`config.mk`:
```
export PLATFORM = sky130hd
export DESIGN_NAME = jtag_bscan_tap
export DESIGN_NICKNAME = d
export VERILOG_FILES = /design/src/rtl/jtag_bscan_tap.sv
export SDC_FILE = /design/constraint.sdc
export NUM_CORES = 1
export LEC_CHECK = 0
export CORE_UTILIZATION = 30
export CTS_BUF_LIST = sky130_fd_sc_hd__clkbuf_4
export DETAILED_ROUTE_END_ITERATION = 8
export PLACE_DENSITY_LB_ADDON = 0.08
export SLEW_MARGIN = 15
export SYNTH_ARGS = -nofsm -noshare
export SYNTH_HDL_FRONTEND = slang
export SYNTH_SLANG_ARGS = --single-unit
```
`constraint.sdc`:
```
create_clock -name TCK -period 7.5 [get_ports TCK]
set_clock_uncertainty 0.05 [all_clocks]
set_input_delay 1.5 -clock TCK [delete_from_list [all_inputs] [get_ports TCK]]
set_output_delay 1.5 -clock TCK [all_outputs]
set_load 0.03 [all_outputs]
```
`src/rtl/jtag_bscan_tap.sv`:
```
// ----------------------------------------------------------------------------
// jtag_bscan_tap
//
// 1149.1-style TAP controller with a boundary-scan register sitting between
// the chip pins and a core block. It has a configurable instruction register,
// a 32-bit IDCODE register, a 1-bit bypass register, and update latches that
// feed the EXTEST / INTEST / CLAMP pin and core muxing.
//
// Ports
//   TCK        in   test clock, used on both edges (rise: FSM/shift, fall: update/TDO)
//   TRST       in   asynchronous active-high reset of the whole block
//   TMS        in   test mode select, sampled on TCK rise
//   TDI        in   serial data in, sampled on TCK rise
//   TDO        out  serial data out, registered on TCK fall
//   inputs     in   [NUM_INPUTS]  pin values heading into the core
//   to_core    out  [NUM_INPUTS]  values actually presented to the core
//   from_core  in   [NUM_OUTPUTS] core results heading to the pins
//   outputs    out  [NUM_OUTPUTS] values actually driven to the pins
// ----------------------------------------------------------------------------
module jtag_bscan_tap #(
    parameter int          NUM_INPUTS  = 41,
    parameter int          NUM_OUTPUTS = 24,
    parameter int          IR_WIDTH    = 4,
    parameter logic [31:0] IDCODE_VAL  = 32'h1000_0001
) (
    input  logic                   TCK,
    input  logic                   TRST,
    input  logic                   TMS,
    input  logic                   TDI,
    output logic                   TDO,
    input  logic [NUM_INPUTS-1:0]  inputs,
    output logic [NUM_INPUTS-1:0]  to_core,
    input  logic [NUM_OUTPUTS-1:0] from_core,
    output logic [NUM_OUTPUTS-1:0] outputs
);

    localparam int NB = NUM_INPUTS + NUM_OUTPUTS;

    // Instruction encodings; every code not listed (including all ones)
    // selects the bypass register.
    localparam logic [IR_WIDTH-1:0] IR_EXTEST = '0;
    localparam logic [IR_WIDTH-1:0] IR_SAMPLE = IR_WIDTH'(1);
    localparam logic [IR_WIDTH-1:0] IR_IDCODE = IR_WIDTH'(2);
    localparam logic [IR_WIDTH-1:0] IR_INTEST = IR_WIDTH'(3);
    localparam logic [IR_WIDTH-1:0] IR_CLAMP  = IR_WIDTH'(4);

    typedef enum logic [3:0] {
        ST_TLR,
        ST_RTI,
        ST_SEL_DR,
        ST_CAP_DR,
        ST_SH_DR,
        ST_EX1_DR,
        ST_PAU_DR,
        ST_EX2_DR,
        ST_UPD_DR,
        ST_SEL_IR,
        ST_CAP_IR,
        ST_SH_IR,
        ST_EX1_IR,
        ST_PAU_IR,
        ST_EX2_IR,
        ST_UPD_IR
    } tap_state_t;

    tap_state_t r_state;
    tap_state_t w_state_next;

    logic [IR_WIDTH-1:0] r_ir_shift;
    logic [IR_WIDTH-1:0] r_ir;
    logic [IR_WIDTH-1:0] w_ir_eff;
    logic [31:0]         r_id;
    logic                r_bypass;
    logic [NB-1:0]       r_bsr;
    logic [NB-1:0]       r_upd;
    logic [NB-1:0]       w_bsr_cap;
    logic [NB-1:0]       w_bsr_next;
    logic                r_tdo;

    logic w_sel_bsr;
    logic w_sel_id;
    logic w_drive_out;
    logic w_drive_in;
    logic w_bsr_capture;
    logic w_bsr_shift;

    // ------------------------------------------------------------------
    // TAP state machine
    // ------------------------------------------------------------------
    always_ff @(posedge TCK or posedge TRST) begin
        if (TRST) begin
            r_state <= ST_TLR;
        end else begin
            r_state <= w_state_next;
        end
    end

    always_comb begin
        w_state_next = r_state;
        case (r_state)
            ST_TLR:    w_state_next = TMS ? ST_TLR    : ST_RTI;
            ST_RTI:    w_state_next = TMS ? ST_SEL_DR : ST_RTI;
            ST_SEL_DR: w_state_next = TMS ? ST_SEL_IR : ST_CAP_DR;
            ST_CAP_DR: w_state_next = TMS ? ST_EX1_DR : ST_SH_DR;
            ST_SH_DR:  w_state_next = TMS ? ST_EX1_DR : ST_SH_DR;
            ST_EX1_DR: w_state_next = TMS ? ST_UPD_DR : ST_PAU_DR;
            ST_PAU_DR: w_state_next = TMS ? ST_EX2_DR : ST_PAU_DR;
            ST_EX2_DR: w_state_next = TMS ? ST_UPD_DR : ST_SH_DR;
            ST_UPD_DR: w_state_next = TMS ? ST_SEL_DR : ST_RTI;
            ST_SEL_IR: w_state_next = TMS ? ST_TLR    : ST_CAP_IR;
            ST_CAP_IR: w_state_next = TMS ? ST_EX1_IR : ST_SH_IR;
            ST_SH_IR:  w_state_next = TMS ? ST_EX1_IR : ST_SH_IR;
            ST_EX1_IR: w_state_next = TMS ? ST_UPD_IR : ST_PAU_IR;
            ST_PAU_IR: w_state_next = TMS ? ST_EX2_IR : ST_PAU_IR;
            ST_EX2_IR: w_state_next = TMS ? ST_UPD_IR : ST_SH_IR;
            ST_UPD_IR: w_state_next = TMS ? ST_SEL_DR : ST_RTI;
            default:   w_state_next = ST_TLR;
        endcase
    end

    // ------------------------------------------------------------------
    // Instruction register
    // ------------------------------------------------------------------
    always_ff @(posedge TCK or posedge TRST) begin
        if (TRST) begin
            r_ir_shift <= '0;
        end else if (r_state == ST_CAP_IR) begin
            r_ir_shift <= IR_WIDTH'(1);
        end else if (r_state == ST_SH_IR) begin
            r_ir_shift <= {TDI, r_ir_shift[IR_WIDTH-1:1]};
        end
    end

    always_ff @(negedge TCK or posedge TRST) begin
        if (TRST) begin
            r_ir <= IR_IDCODE;
        end else if (r_state == ST_TLR) begin
            r_ir <= IR_IDCODE;
        end else if (r_state == ST_UPD_IR) begin
            r_ir <= r_ir_shift;
        end
    end

    // The stored IR only follows Test-Logic-Reset on the next fall, but the
    // block must look like IDCODE from the rise that enters the state, so the
    // state overrides the register here.
    assign w_ir_eff = (r_state == ST_TLR) ? IR_IDCODE : r_ir;

    always_comb begin
        w_sel_bsr   = 1'b0;
        w_sel_id    = 1'b0;
        w_drive_out = 1'b0;
        w_drive_in  = 1'b0;
        case (w_ir_eff)
            IR_EXTEST: begin
                w_sel_bsr   = 1'b1;
                w_drive_out = 1'b1;
            end
            IR_SAMPLE: begin
                w_sel_bsr   = 1'b1;
            end
            IR_IDCODE: begin
                w_sel_id    = 1'b1;
            end
            IR_INTEST: begin
                w_sel_bsr   = 1'b1;
                w_drive_out = 1'b1;
                w_drive_in  = 1'b1;
            end
            IR_CLAMP: begin
                w_drive_out = 1'b1;
            end
            default: begin
            end
        endcase
    end

    // ------------------------------------------------------------------
    // Data registers
    // ------------------------------------------------------------------
    assign w_bsr_capture = (r_state == ST_CAP_DR) && w_sel_bsr;
    assign w_bsr_shift   = (r_state == ST_SH_DR) && w_sel_bsr;
    assign w_bsr_cap     = {inputs, from_core};

    // Boundary cells: cell NB-1 takes TDI, every other cell takes its upper
    // neighbour, so the chain shifts right toward output cell 0.
    genvar gi;
    generate
        for (gi = 0; gi < NB; gi++) begin : g_bsr_cell
            logic w_sin;
            if (gi == NB - 1) begin : g_head
                assign w_sin = TDI;
            end else begin : g_body
                assign w_sin = r_bsr[gi+1];
            end
            assign w_bsr_next[gi] = w_bsr_capture ? w_bsr_cap[gi] :
                                    w_bsr_shift   ? w_sin         :
                                                    r_bsr[gi];
        end
    endgenerate

    always_ff @(posedge TCK or posedge TRST) begin
        if (TRST) begin
            r_bsr <= '0;
        end else begin
            r_bsr <= w_bsr_next;
        end
    end

    always_ff @(posedge TCK or posedge TRST) begin
        if (TRST) begin
            r_id <= '0;
        end else if (r_state == ST_CAP_DR && w_sel_id) begin
            r_id <= IDCODE_VAL;
        end else if (r_state == ST_SH_DR && w_sel_id) begin
            r_id <= {TDI, r_id[31:1]};
        end
    end

    always_ff @(posedge TCK or posedge TRST) begin
        if (TRST) begin
            r_bypass <= 1'b0;
        end else if (r_state == ST_CAP_DR && !w_sel_bsr && !w_sel_id) begin
            r_bypass <= 1'b0;
        end else if (r_state == ST_SH_DR && !w_sel_bsr && !w_sel_id) begin
            r_bypass <= TDI;
        end
    end

    // Update latches only load while the boundary register is the selected
    // DR; switching the IR leaves whatever was last preloaded in place.
    always_ff @(negedge TCK or posedge TRST) begin
        if (TRST) begin
            r_upd <= '0;
        end else if (r_state == ST_UPD_DR && w_sel_bsr) begin
            r_upd <= r_bsr;
        end
    end

    // ------------------------------------------------------------------
    // TDO, registered on the fall
    // ------------------------------------------------------------------
    always_ff @(negedge TCK or posedge TRST) begin
        if (TRST) begin
            r_tdo <= 1'b0;
        end else if (r_state == ST_SH_DR) begin
            r_tdo <= w_sel_bsr ? r_bsr[0] : (w_sel_id ? r_id[0] : r_bypass);
        end else if (r_state == ST_SH_IR) begin
            r_tdo <= r_ir_shift[0];
        end else begin
            r_tdo <= 1'b0;
        end
    end

    assign TDO = r_tdo;

    // ------------------------------------------------------------------
    // Pin / core muxing
    // ------------------------------------------------------------------
    generate
        for (gi = 0; gi < NUM_OUTPUTS; gi++) begin : g_out_mux
            assign outputs[gi] = w_drive_out ? r_upd[gi] : from_core[gi];
        end
        for (gi = 0; gi < NUM_INPUTS; gi++) begin : g_in_mux
            assign to_core[gi] = w_drive_in ? r_upd[NUM_OUTPUTS+gi] : inputs[gi];
        end
    endgenerate

endmodule

```
==> summary.txt, run 1 <==
Logic synthesis
  • Cells after Synth: ~640
  • Ys Warns: 0
  • Synth top cells by count: mux2_2 (260), dfrtp_1 (106), dfrtn_1 (69)
  • Most used DFF post-synth: dfrtp_1
  • Flops & latches, synth: between 150 and 200
  • Async SR Flop Fraction: 1.00
  • Synth Net Count: 711
  • Post-synth EDFFs: 0
  • Syn avg cell area: 13.5 um^2
  • Largest cells by area after synthesis: mux2_2 (34%), dfrtp_1 (31%), dfrtn_1 (20%), mux2_1 (2.2%), mux2i_1 (1.9%)
  • Top-count cell post-synth: mux2_2
  • Sequential fraction of the synthesis area: 0.510
  • Synth top area share: 0.339
  • Netlist cell types: 45
  • Synthesized cell area: 8640 um^2
  • Post-synth top area cell: mux2_2

Clock network
  • Cts bufs inserted: 17
  • Reg clk slew, reported paths: 0.10 ns
  • Bufs on Longest Clock Path: 2
  • # hold bufs at CTS: 0
  • Insertion delay to the later sink of the worst-skew pair: between 0.5 and 0.6 ns
  • TritonCTS clock tree: done
  • Root Buffer: clkbuf_4
  • TritonCTS Sinks: 176
  • CTS H-tree depth: 4

Layout
  • Final core occ: 0.397
  • Post-Layout Cell Count: ~1.2k
  • Design Area, Final: ~11,000 um^2
  • Nets: 852
  • Layout cells sized above 1: 0.503
  • Area grow syn2layout: 29.1%

GRT
  • Grt total ovfl: 0
  • Global-route usage over all layers: 0.142
  • Via count of the first global-routing pass: around 5.9k
  • Global-route wire length before repair: 32.3 mm
  • Initial antenna violation count: 1
  • Largest net degree at the start of global routing: 89

Route
  • Via count: around 5.5k
  • Vias/cell: roughly 4.7
  • Drt wl/cell: approximately 18 um
  • First drt pass iteration count: 4
  • Initial DRC Count: about 200
  • # DRC: 0
  • Final wirelength: 20.6 mm
  • Post-route ant nets: 0

Floorplan
  • Initial Util: 0.308
  • Core Region: between 20,000 and 30,000 um^2
  • Die Y: 172 um
  • IO Pins: 135
  • Site Rows: 61
  • Die X: 172 um
  • Die Area: slightly below 30,000 um^2

Placement
  • GP Congestion: 0.732
  • Port bufs: around 130
  • # placed instances: 1,130
  • Final HPWL DP: between 10 and 15 mm
  • DP Worst Slack: -0.0420 ns
  • Placed standard-cell area: about 10,000 um^2

Timing
  • WHS: around 0.40 ns
  • Slew Viols, Final: 0
  • RSZ-0062 raised after global routing: yes
  • Worst relative slew slack: 0.304
  • Final setup fails: 25
  • Final hold violations: 0
  • Final setup TNS: -0.970 ns
  • Slew @ Worst Pin: about 1.0 ns
  • PnR worst setup slack: -0.0643 ns

Status
  • Failing checks: negative setup slack
  • Status: finished with violations

Pwr
  • Peak supply drop: approximately 0.15 mV
  • Power Total: between 3 and 4 mW
  • Pwr Density: 338 nW/um^2
  • Leakage: around 5.3 nW

Worst setup path
  • WS Path Type: register to primary output
  • Worst Path Max Fanout: 8
  • Worst Setup End Kind: primary output
  • Worst path arrival time: 6.01 ns
  • Type of origin of the critical path: register
  • CP required: a little under 6 ns

Job
  • Max_cap viols: 0

Worst hold path
  • Worst hold-check path type: register to register
-- kinds of logic after synthesis --
family / count (synthesis) / synth area share
multiplexers: 293 / 0.379
AND/OR/NAND/NOR: 77 / 0.0450
XOR/XNOR: 1 / 0.00101
flip-flops: 176 / 0.510
AO/OA/AOI/OAI: 30 / 0.0278
buffers and inverters: 65 / 0.0372
-- per-layer routing --
| layer | GRT usage | vias to the layer above | wire length (um) |
|---|---|---|---|
| met5 | 0 | - | 0 |
| li1 | - | 2576 | - |
| met3 | 0.0357 | 16 | 956 |
| met2 | 0.233 | 99 | 9920 |
| met1 | 0.186 | 2803 | 9440 |
| met4 | 0.0389 | 0 | 274 |
-- layout make-up --
class                      instances  area, um^2
fill                            2702       16900
sequential                       176        4410
multi-input combinational        401        4050
timing repair buffer             166        1870
tap                              378         473
clock inverter                    15         153
clock buffer                      18         135
inverter                          20        78.8
antenna                            1        2.50
-- registers in the layout (all words and copies together), names as in the netlist --
name        cells
r_bsr          65
r_upd          65
r_id           32
r_ir            4
r_ir_shift      4
r_state         4
TDO             1
r_bypass        1
-- power breakdown --
| group | total (mW) | switching [mW] | internal, mW |
|---|---|---|---|
| Sequential | 1.46 | 0.234 | 1.22 |
| Clock | 0.558 | 0.376 | 0.182 |
| Combinational | 1.76 | 0.781 | 0.976 |
-- timing repair --
action	4_1_cts	5_1_grt
pin swaps	1	2
buffers inserted	4	4
setup endpoints to repair	65	65
gates cloned	3	3
gates resized for setup	247	34
-- worst max-delay path: stages (launching register included) --
cell      delay (ns)
dfstp_2         0.54
nand3b_1        0.12
a211oi_4        0.26
buf_6           0.18
buf_12          0.16
mux2_4          0.31
buf_6           0.14
-- final timing paths --
kind                            from    endpoint  slack (ns)  cells after the start
setup / recovery             r_ir[1]  outputs[8]       -0.06                      6
hold / removal             r_upd[57]   r_upd[57]        0.40                      1
setup reg to reg             r_ir[1]   r_bsr[42]        1.39                      7
hold reg to reg            r_upd[57]   r_upd[57]        0.40                      1
max in group asynchronous       TRST   r_upd[46]        1.87                      3
min in group asynchronous       TRST   r_bsr[64]        1.31                      3
-- layout by cell type, fill, tap and decap left out, types with 5 or more instances in the layout --
| cell type | n |
|---|---|
| nor2_1 | 24 |
| clkinvlp_4 | 5 |
| buf_12 | 8 |
| clkdlybuf4s50_1 | 69 |
| mux2_4 | 26 |
| buf_6 | 68 |
| inv_1 | 20 |
| clkbuf_4 | 18 |
| a21oi_1 | 7 |
| buf_4 | 14 |
| dfrtp_1 | 106 |
| mux2_2 | 234 |
| dfrtn_1 | 69 |
| nand2_1 | 22 |
| mux2_1 | 17 |
| o21ai_0 | 6 |
| mux2i_1 | 16 |
Note: power is estimated with default switching activity, not from simulation.
==> run 2: changes to the inputs <==
- ABC_AREA: unset -> 1
- CTS_BUF_LIST: sky130_fd_sc_hd__clkbuf_4 -> sky130_fd_sc_hd__clkbuf_8
==> run 2 against run 1 <==
Against the previous run: the run now ends clean; worst hold slack worse by 0.0065 ns; flip-flop and latch count stayed put; worst setup slack better by 0.20 ns; sequential share of layout area is 0.11 points higher; clock-buffer cell count stayed put; critical path type unchanged; largest power group is now registers; combinational power is 34% lower; global-route usage is 2.0 points higher.
==> summary.txt, run 2 <==
Logic synthesis
  • Synth top area share: 0.288
  • Flops & latches, synth: 176
  • Largest cells by area after synthesis: dfrtp_1 (29%), nand2_1 (21%), dfrtn_1 (19%), inv_1 (5.5%), o21ai_1 (4.5%)
  • Most used DFF post-synth: dfrtp_1
  • Ys Warns: 0
  • Top-count cell post-synth: nand2_1
  • Synth Net Count: ~1.3k
  • Synth top cells by count: nand2_1 (524), inv_1 (135), dfrtp_1 (106)
  • Async SR Flop Fraction: 1.00
  • Synthesized cell area: about 9200 um^2
  • Post-synth top area cell: dfrtp_1
  • Syn avg cell area: ~7.3 um^2
  • Netlist cell types: 31
  • Cells after Synth: between 1k and 1.5k
  • Post-synth EDFFs: 0
  • Sequential fraction of the synthesis area: 0.479

Job
  • Max_cap viols: 0

Clock network
  • CTS H-tree depth: 4
  • Cts bufs inserted: 17
  • Reg clk slew, reported paths: approximately 0.060 ns
  • Bufs on Longest Clock Path: 2
  • # hold bufs at CTS: 0
  • TritonCTS Sinks: about 180
  • TritonCTS clock tree: done
  • Insertion delay to the later sink of the worst-skew pair: 0.46 ns
  • Root Buffer: clkbuf_8

Layout
  • Largest regs: r_bsr x65, r_upd x65, r_id x32
  • Fill cells: roughly 3.2k
  • Post-Layout Cell Count: roughly 1.8k
  • Layout cells sized above 1: 0.118
  • Area grow syn2layout: 21.1%
  • Diode count: 0
  • Most frequent cells in the layout: nand2_1 (524), inv_1 (135), dfrtp_1 (106)
  • Commonest non-fill, non-tap cell in the layout: nand2_1
  • Sequential cell area: between 4000 and 5000 um^2
  • Multi-input logic area: around 3900 um^2
  • Nets: 1,436

Placement
  • Final HPWL DP: 15.7 mm
  • Port bufs: approximately 130
  • # placed instances: roughly 1.7k
  • GP Congestion: a little under 0.8

Worst setup path
  • Cell family with most CP delay: buffers and inverters
  • Slowest stage cell, crit path: dfstp_2
  • Worst Setup End Kind: primary output
  • WS Path Type: register to primary output
  • Worst Path Max Fanout: 27
  • Most used cell, CP: buf_4
  • Worst path arrival time: ~5.8 ns
  • Max incr delay on CP: ~0.52 ns
  • Cell Chain, Critical Path: nand4_1 -> buf_4 -> buf_6 -> o21ai_1 -> buf_4
  • Type of origin of the critical path: register
  • CP required: between 5 and 6 ns
  • WP buf/inv: 3

Timing
  • Final hold violations: 0
  • Final setup TNS: 0 ns
  • Slew Viols, Final: 0
  • Final setup fails: 0
  • Worst relative slew slack: 0.201
  • RSZ-0062 raised after global routing: no
  • WHS: 0.396 ns
  • Slew @ Worst Pin: about 1.2 ns

GRT
  • Grt total ovfl: 0
  • Global-route usage over all layers: 0.163
  • Global-route wire length before repair: 40.4 mm
  • Initial antenna violation count: 1
  • Largest net degree at the start of global routing: slightly above 90
  • Via count of the first global-routing pass: a little under 8k

Route
  • Met1 wire length: roughly 12 mm
  • Final wirelength: roughly 25 mm
  • # DRC: 0
  • DR WL met2: between 10 and 15 mm
  • DR WL met3: between 800 and 900 um
  • First drt pass iteration count: 4
  • Initial DRC Count: between 500 and 600
  • Highest routed metal layer: met5
  • Post-route ant nets: 0
  • Via count: 7,906
  • Drt wl/cell: between 10 and 15 um
  • Vias/cell: approximately 4.5

Pwr
  • Peak supply drop: between 0.1 and 0.15 mV
  • Leakage: roughly 5.7 nW
  • Pwr Density: about 300 nW/um^2
  • Power Total: roughly 3.4 mW

Floorplan
  • Site Rows: between 60 and 70
  • Core Region: approximately 30,000 um^2
  • Initial Util: 0.308
  • IO Pins: 135
  • Die X: roughly 180 um
  • Die Area: ~31,000 um^2
  • Die Y: between 150 and 200 um

Worst hold path
  • Worst hold-check path type: register to register

Status
  • Status: finished, final reports clean
[run 2: cell types whose count changed after synthesis, sizes merged, moves of 16 or more]
cell and change:
nand2 +509, mux2 -277, o21ai +138, inv +116, nor3 +64, nor2 +58
nand3 +33, buf +29, mux2i -16
[run 2: path summary, 6_finish.rpt]
check	startpoint	end	slack, ns	cells past startpoint
min in group asynchronous	TRST	r_state[2]	1.35	2
worst min register to register	r_upd[13]	r_upd[13]	0.40	2
worst min-delay path	r_upd[13]	r_upd[13]	0.40	2
worst max register to register	r_state[2]	r_upd[5]	1.33	6
worst max-delay path	r_ir[1]	to_core[37]	0.14	5
max in group asynchronous	TRST	r_ir[1]	1.64	3
[run 2: layout make-up]
cell class | instances | area share
Clock buffer | 18 | 0.0223
Multi-Input combinational cell | 876 | 0.350
Inverter | 136 | 0.0462
Sequential cell | 176 | 0.396
Tap cell | 390 | 0.0438
Clock inverter | 15 | 0.0134
Timing Repair Buffer | 159 | 0.128
[run 2: stage by stage]
stage | util | setup WS (ns) | instance area (um^2)
after floorplan | - | 0.0687 | 9200
after global placement | 0.361 | 0.169 | 10800
after detailed placement | 0.361 | 0.120 | 10800
after CTS | 0.374 | 0.0183 | 11200
after global routing | 0.373 | 0.0324 | 11100
final | 0.373 | 0.139 | 11100
[run 2: repair_timing]
item / 4_1_cts / 5_1_grt
gates cloned: 0 / 0
setup endpoints to repair: 28 / 32
setup buffers: 0 / 0
gates resized for setup: 42 / 33
[run 2: cells by family after synthesis]
family	synth area share
AND/OR/NAND/NOR	0.327
buffers and inverters	0.103
flip-flops	0.479
AO/OA/AOI/OAI	0.0906
[run 2: worst reg2reg max path, cell delays in order, from the launching register on]
cell and delay [ns]:
dfrtp_1 0.44, nor2_2 0.25, nand2_2 0.24, o211ai_4 0.17
buf_4 0.94, o21ai_0 0.24, nand2_1 0.10
[run 2: power breakdown]
group	internal [mW]	switching (mW)	leakage [nW]
sequential	1.32	0.216	2.18
combinational	0.386	0.778	3.27
clock	0.285	0.385	0.208
[run 2: routing by layer]
layer,vias up,global-route usage
met2,128,0.269
li1,4115,-
met1,3644,0.221
met5,-,0
met4,2,0.0377
met3,17,0.0256
==> run 3: changes to the inputs <==
- CELL_PAD_IN_SITES_DETAIL_PLACEMENT: unset -> 2
- CELL_PAD_IN_SITES_GLOBAL_PLACEMENT: unset -> 2
==> run 3 against run 2 <==
Against the previous run: register-to-register slack lost 0.26 ns; first-iteration DRC count shrank 35%; sequential power is essentially flat; utilization grew 0.13 points; worst hold slack gained 0.0079 ns; flip-flop and latch count is the same; clock-buffer cell count shrank 1; design area grew 0.36%; largest cell class unchanged; highest routed layer is now met4.
==> summary.txt, run 3 (synthesized netlist as in run 2, its figures left out) <==
Placement
  • Port bufs: roughly 130
  • GP Congestion: 0.744
  • # placed instances: about 1.7k
  • Final HPWL DP: around 18 mm

Floorplan
  • Core Region: about 30,000 um^2
  • IO Pins: around 140
  • Site Rows: 63
  • Die Y: around 180 um
  • Initial Util: 0.308
  • Die X: 177 um
  • Die Area: approximately 31,000 um^2

Worst setup path
  • Worst path arrival time: slightly below 6 ns
  • Cell family with most CP delay: buffers and inverters
  • Setup slack, reg-to-reg: 1.07 ns
  • Reg2reg start: r_state[2]
  • Slowest stage cell, crit path: buf_8
  • Worst R2R Path Depth: 7
  • Max incr delay on CP: ~0.45 ns
  • R2r endpoint: r_upd[22]
  • Type of origin of the critical path: register
  • Cell Chain, Critical Path: nor2_1 -> nand4_1 -> buf_8 -> nand2_1 -> o21ai_1 -> buf_4
  • WP buf/inv: 2
  • Worst Path Max Fanout: 82
  • CP required: ~6.0 ns
  • Worst Setup End Kind: primary output
  • WS Path Type: register to primary output

Route
  • Vias/cell: between 4 and 5
  • Final wirelength: between 20 and 30 mm
  • # DRC: 0
  • First drt pass iteration count: 4
  • Post-route ant nets: 0
  • Via count: 8,474
  • Drt wl/cell: ~16 um
  • Initial DRC Count: 362

Layout
  • Fill cells: approximately 3.6k
  • Commonest non-fill, non-tap cell in the layout: nand2_1
  • Post-Layout Cell Count: around 1.8k
  • Layout cells sized above 1: 0.118
  • Most frequent cells in the layout: nand2_1 (524), inv_1 (136), dfrtp_1 (106)
  • Diode count: 0
  • Largest regs: r_bsr x65, r_upd x65, r_id x32
  • Area grow syn2layout: 21.5%
  • Nets: approximately 1.4k

Timing
  • Worst relative slew slack: 0.293
  • Slew Viols, Final: 0
  • Final setup fails: 0
  • Final hold violations: 0
  • Slew @ Worst Pin: approximately 1.1 ns
  • RSZ-0062 raised after global routing: yes

GRT
  • Initial antenna violation count: 0
  • Grt total ovfl: 0
  • Largest net degree at the start of global routing: just under 90
  • Via count of the first global-routing pass: 9,202
  • Global-route usage over all layers: 0.193
  • Global-route wire length before repair: between 40 and 50 mm

Worst hold path
  • WHS Path Cells: 2
  • Hold Path End: r_upd[17]
  • Worst hold-check path type: register to register
  • Hold Crit Start: r_upd[17]

Clock network
  • Bufs on Longest Clock Path: 2
  • Reg clk slew, reported paths: approximately 0.07 ns
  • Insertion delay to the later sink of the worst-skew pair: 0.47 ns
  • TritonCTS clock tree: done
  • TritonCTS Sinks: roughly 180
  • # hold bufs at CTS: 0
  • CTS H-tree depth: 4
  • Cts bufs inserted: 17
  • Root Buffer: clkbuf_8

Job
  • Max_cap viols: 0

Status
  • Status: finished, final reports clean

Pwr
  • Power Total: ~3.4 mW
  • Pwr Density: just over 300 nW/um^2
  • Peak supply drop: about 0.12 mV
  • Leakage: between 5 and 6 nW
[run 3: cell types whose count changed in the layout (fill, tap and decap cells not counted), sizes merged]
cell and delta:
clkdlybuf4s18 +1, dlygate4sd2 -4, clkinvlp +3, clkdlybuf4s15 +20, buf -2, clkinv +1, clkbuf -19, inv -3
[run 3: worst max-delay path by stage]
stage,endpoint,depth (start not counted),startpoint,slack [ns]
2_1_floorplan,TDO,1,TRST,0.07
3_3_place_gp,outputs[16],8,r_ir[1],0.23
3_5_place_dp,outputs[16],8,r_ir[1],0.16
4_1_cts,outputs[16],8,r_ir[1],0.007
5_1_grt,to_core[26],6,r_ir[3],-0.009
6_report,to_core[26],6,r_ir[3],0.11
[run 3: cell type report]
class	count	area, um^2	area share
clock buffers	17	234	0.0209
clock inverters	16	125	0.0112
well taps	390	488	0.0437
repair buffers	156	1530	0.137
flip-flops and latches	176	4410	0.394
multi-input cells	876	3880	0.347
inverters	136	514	0.0460
[run 3: worst register-to-register path, stage by stage (launching register included)]
cell      delay, ns
dfrtp_1        0.44
nor2_2         0.27
nand2_2        0.26
o211ai_4       0.17
buf_4          0.44
buf_4          0.72
o21ai_0        0.23
nand2_1        0.09
[run 3: repair_timing]
item	CTS	global route
pin swaps	0	1
buffers inserted	0	3
endpoints found under the hold margin	0	0
resized for setup	73	4
setup endpoints to repair	65	36
[run 3: per-layer routing]
metal  GRT usage  wire length (um)  vias to the layer above
met2       0.339             13900                      115
met5           0                 0                        -
met4      0.0406               222                        0
met1       0.251             13800                     4251
met3      0.0238               692                       16
li1            -                 -                     4092
[run 3: through the flow]
stage	worst slack [ns]	cell area, um^2	hold slack (ns)	TNS, ns	utilization
after global routing	-0.00875	11200	0.439	-0.00920	0.374
final	0.112	11200	0.404	0	0.374
after global placement	0.235	10800	0.398	0	0.360
after floorplan	0.0687	9200	0.376	0	-
after detailed placement	0.164	10800	0.402	0	0.360
after CTS	0.00660	11100	0.403	0	0.373
[run 3: where the power goes]
| part | leakage, nW | internal, mW | switching, mW | total, mW |
|---|---|---|---|---|
| clock network | 0.184 | 0.262 | 0.387 | 0.649 |
| logic | 3.27 | 0.402 | 0.824 | 1.23 |
| registers | 2.18 | 1.32 | 0.228 | 1.55 |
==> edit, RTL diff (flow settings as in run 3) <==
Set the parameter `IR_WIDTH` to 6 (it was 4).
--- a/src/rtl/jtag_bscan_tap.sv
+++ b/src/rtl/jtag_bscan_tap.sv
@@ -20,7 +20,7 @@
 module jtag_bscan_tap #(
     parameter int          NUM_INPUTS  = 41,
     parameter int          NUM_OUTPUTS = 24,
-    parameter int          IR_WIDTH    = 4,
+    parameter int          IR_WIDTH    = 6,
     parameter logic [31:0] IDCODE_VAL  = 32'h1000_0001
 ) (
     input  logic                   TCK,
Function: not checked (the comparison handles one clock edge and no latches or derived clocks); the edit may change what the design does.
==> edit against run 3 <==
  * Sequential cell count up 4
  * Power up 0.68%
  * Area after synthesis down 4.0%
  * Setup slack worse by 110 ps
  * Register-to-register slack worse by 50 ps
  * Routed wire length about the same
  * Count of clock-buffer cells in the layout up 1
  * Via count down 4.9%
  * Design area up 0.63%
  * Non-clock buffer count up 14
  * Largest power group unchanged
==> edit: results (changes against run 3) <==
The proportion of cell area occupied by registers is 40.1% (was 39.4%). Wire length on met1: 13900 um (was 13800 um). The met3 track demand over resource was 2.15% (was 2.38%); the fraction of met1 tracks used by global routing was 25.7% (was 25.1%). The non-clock buffer total of the final layout is 170 (was 156). For the total number of nets in the final design, the log shows 1387 (was 1433). The count of clock buffers in the final design was 18 (was 17); the met3 wirelength from detailed routing was 611 um (was 692 um). The global-route wire length before repair is 46400 um (was 48000 um), and the transition time of the tightest slew-check pin is 898 ps (was 1060 ps). Total routing resource utilization after global routing: 19.1% (was 19.3%).

The area occupied by multi-input gates was 3620 um^2 (was 3880 um^2). The run finished with clean final reports. For the utilization after layout, the log shows 39.0% (was 37.4%). The fraction of area in non-clock buffers is 14.7% (was 13.7%), and the detailed-route vias per instance is 4.70 (was 4.80). For the number of nets in the synthesized netlist, the log shows 1264 (was 1334). The fraction of area in clock buffers and inverters came out at 3.29% (was 3.21%). The largest fanout on the critical path came out at 6 (was 82). The first-iteration detailed-routing DRC count came out at 266 (was 362). The routed length on met2 was 13800 um (was 13900 um).

The count of unique library cells instantiated by Yosys is 25 (was 31), and the share of post-route cells with drive strength above 1 is 14.4% (was 11.8%). The signal arrival time at the worst endpoint came out at 5940 ps (was 5840 ps). The tools report the clock sink count as 180 (was 176).
edit: final timing paths:
path / startpoint / to / slack [ps] / depth (start not counted)
max in group asynchronous: TRST / r_upd[19] / 1730 / 3
worst min register to register: r_upd[29] / r_upd[29] / 390 / 2
worst min-delay path: r_upd[29] / r_upd[29] / 390 / 2
worst max-delay path: r_ir[4] / outputs[3] / 6 / 11
min in group asynchronous: TRST / r_id[19] / 1230 / 2
worst max register to register: r_state[0] / r_upd[48] / 1020 / 8
edit: report_power, final:
group          switching, mW  internal [mW]  leakage, nW
clock network          0.408          0.251        0.190
registers              0.241           1.36         2.22
logic                  0.768          0.422         3.41
edit: logic make-up (layout without fill, tap and decap cells):
| family | count (synthesis) | count (layout) | share of synthesized area, % |
|---|---|---|---|
| flip-flops | 180 | 180 | 51.0 |
| buffers and inverters | 227 | 363 | 10.2 |
| AO/OA/AOI/OAI | 208 | 208 | 13.1 |
| AND/OR/NAND/NOR | 580 | 580 | 25.6 |
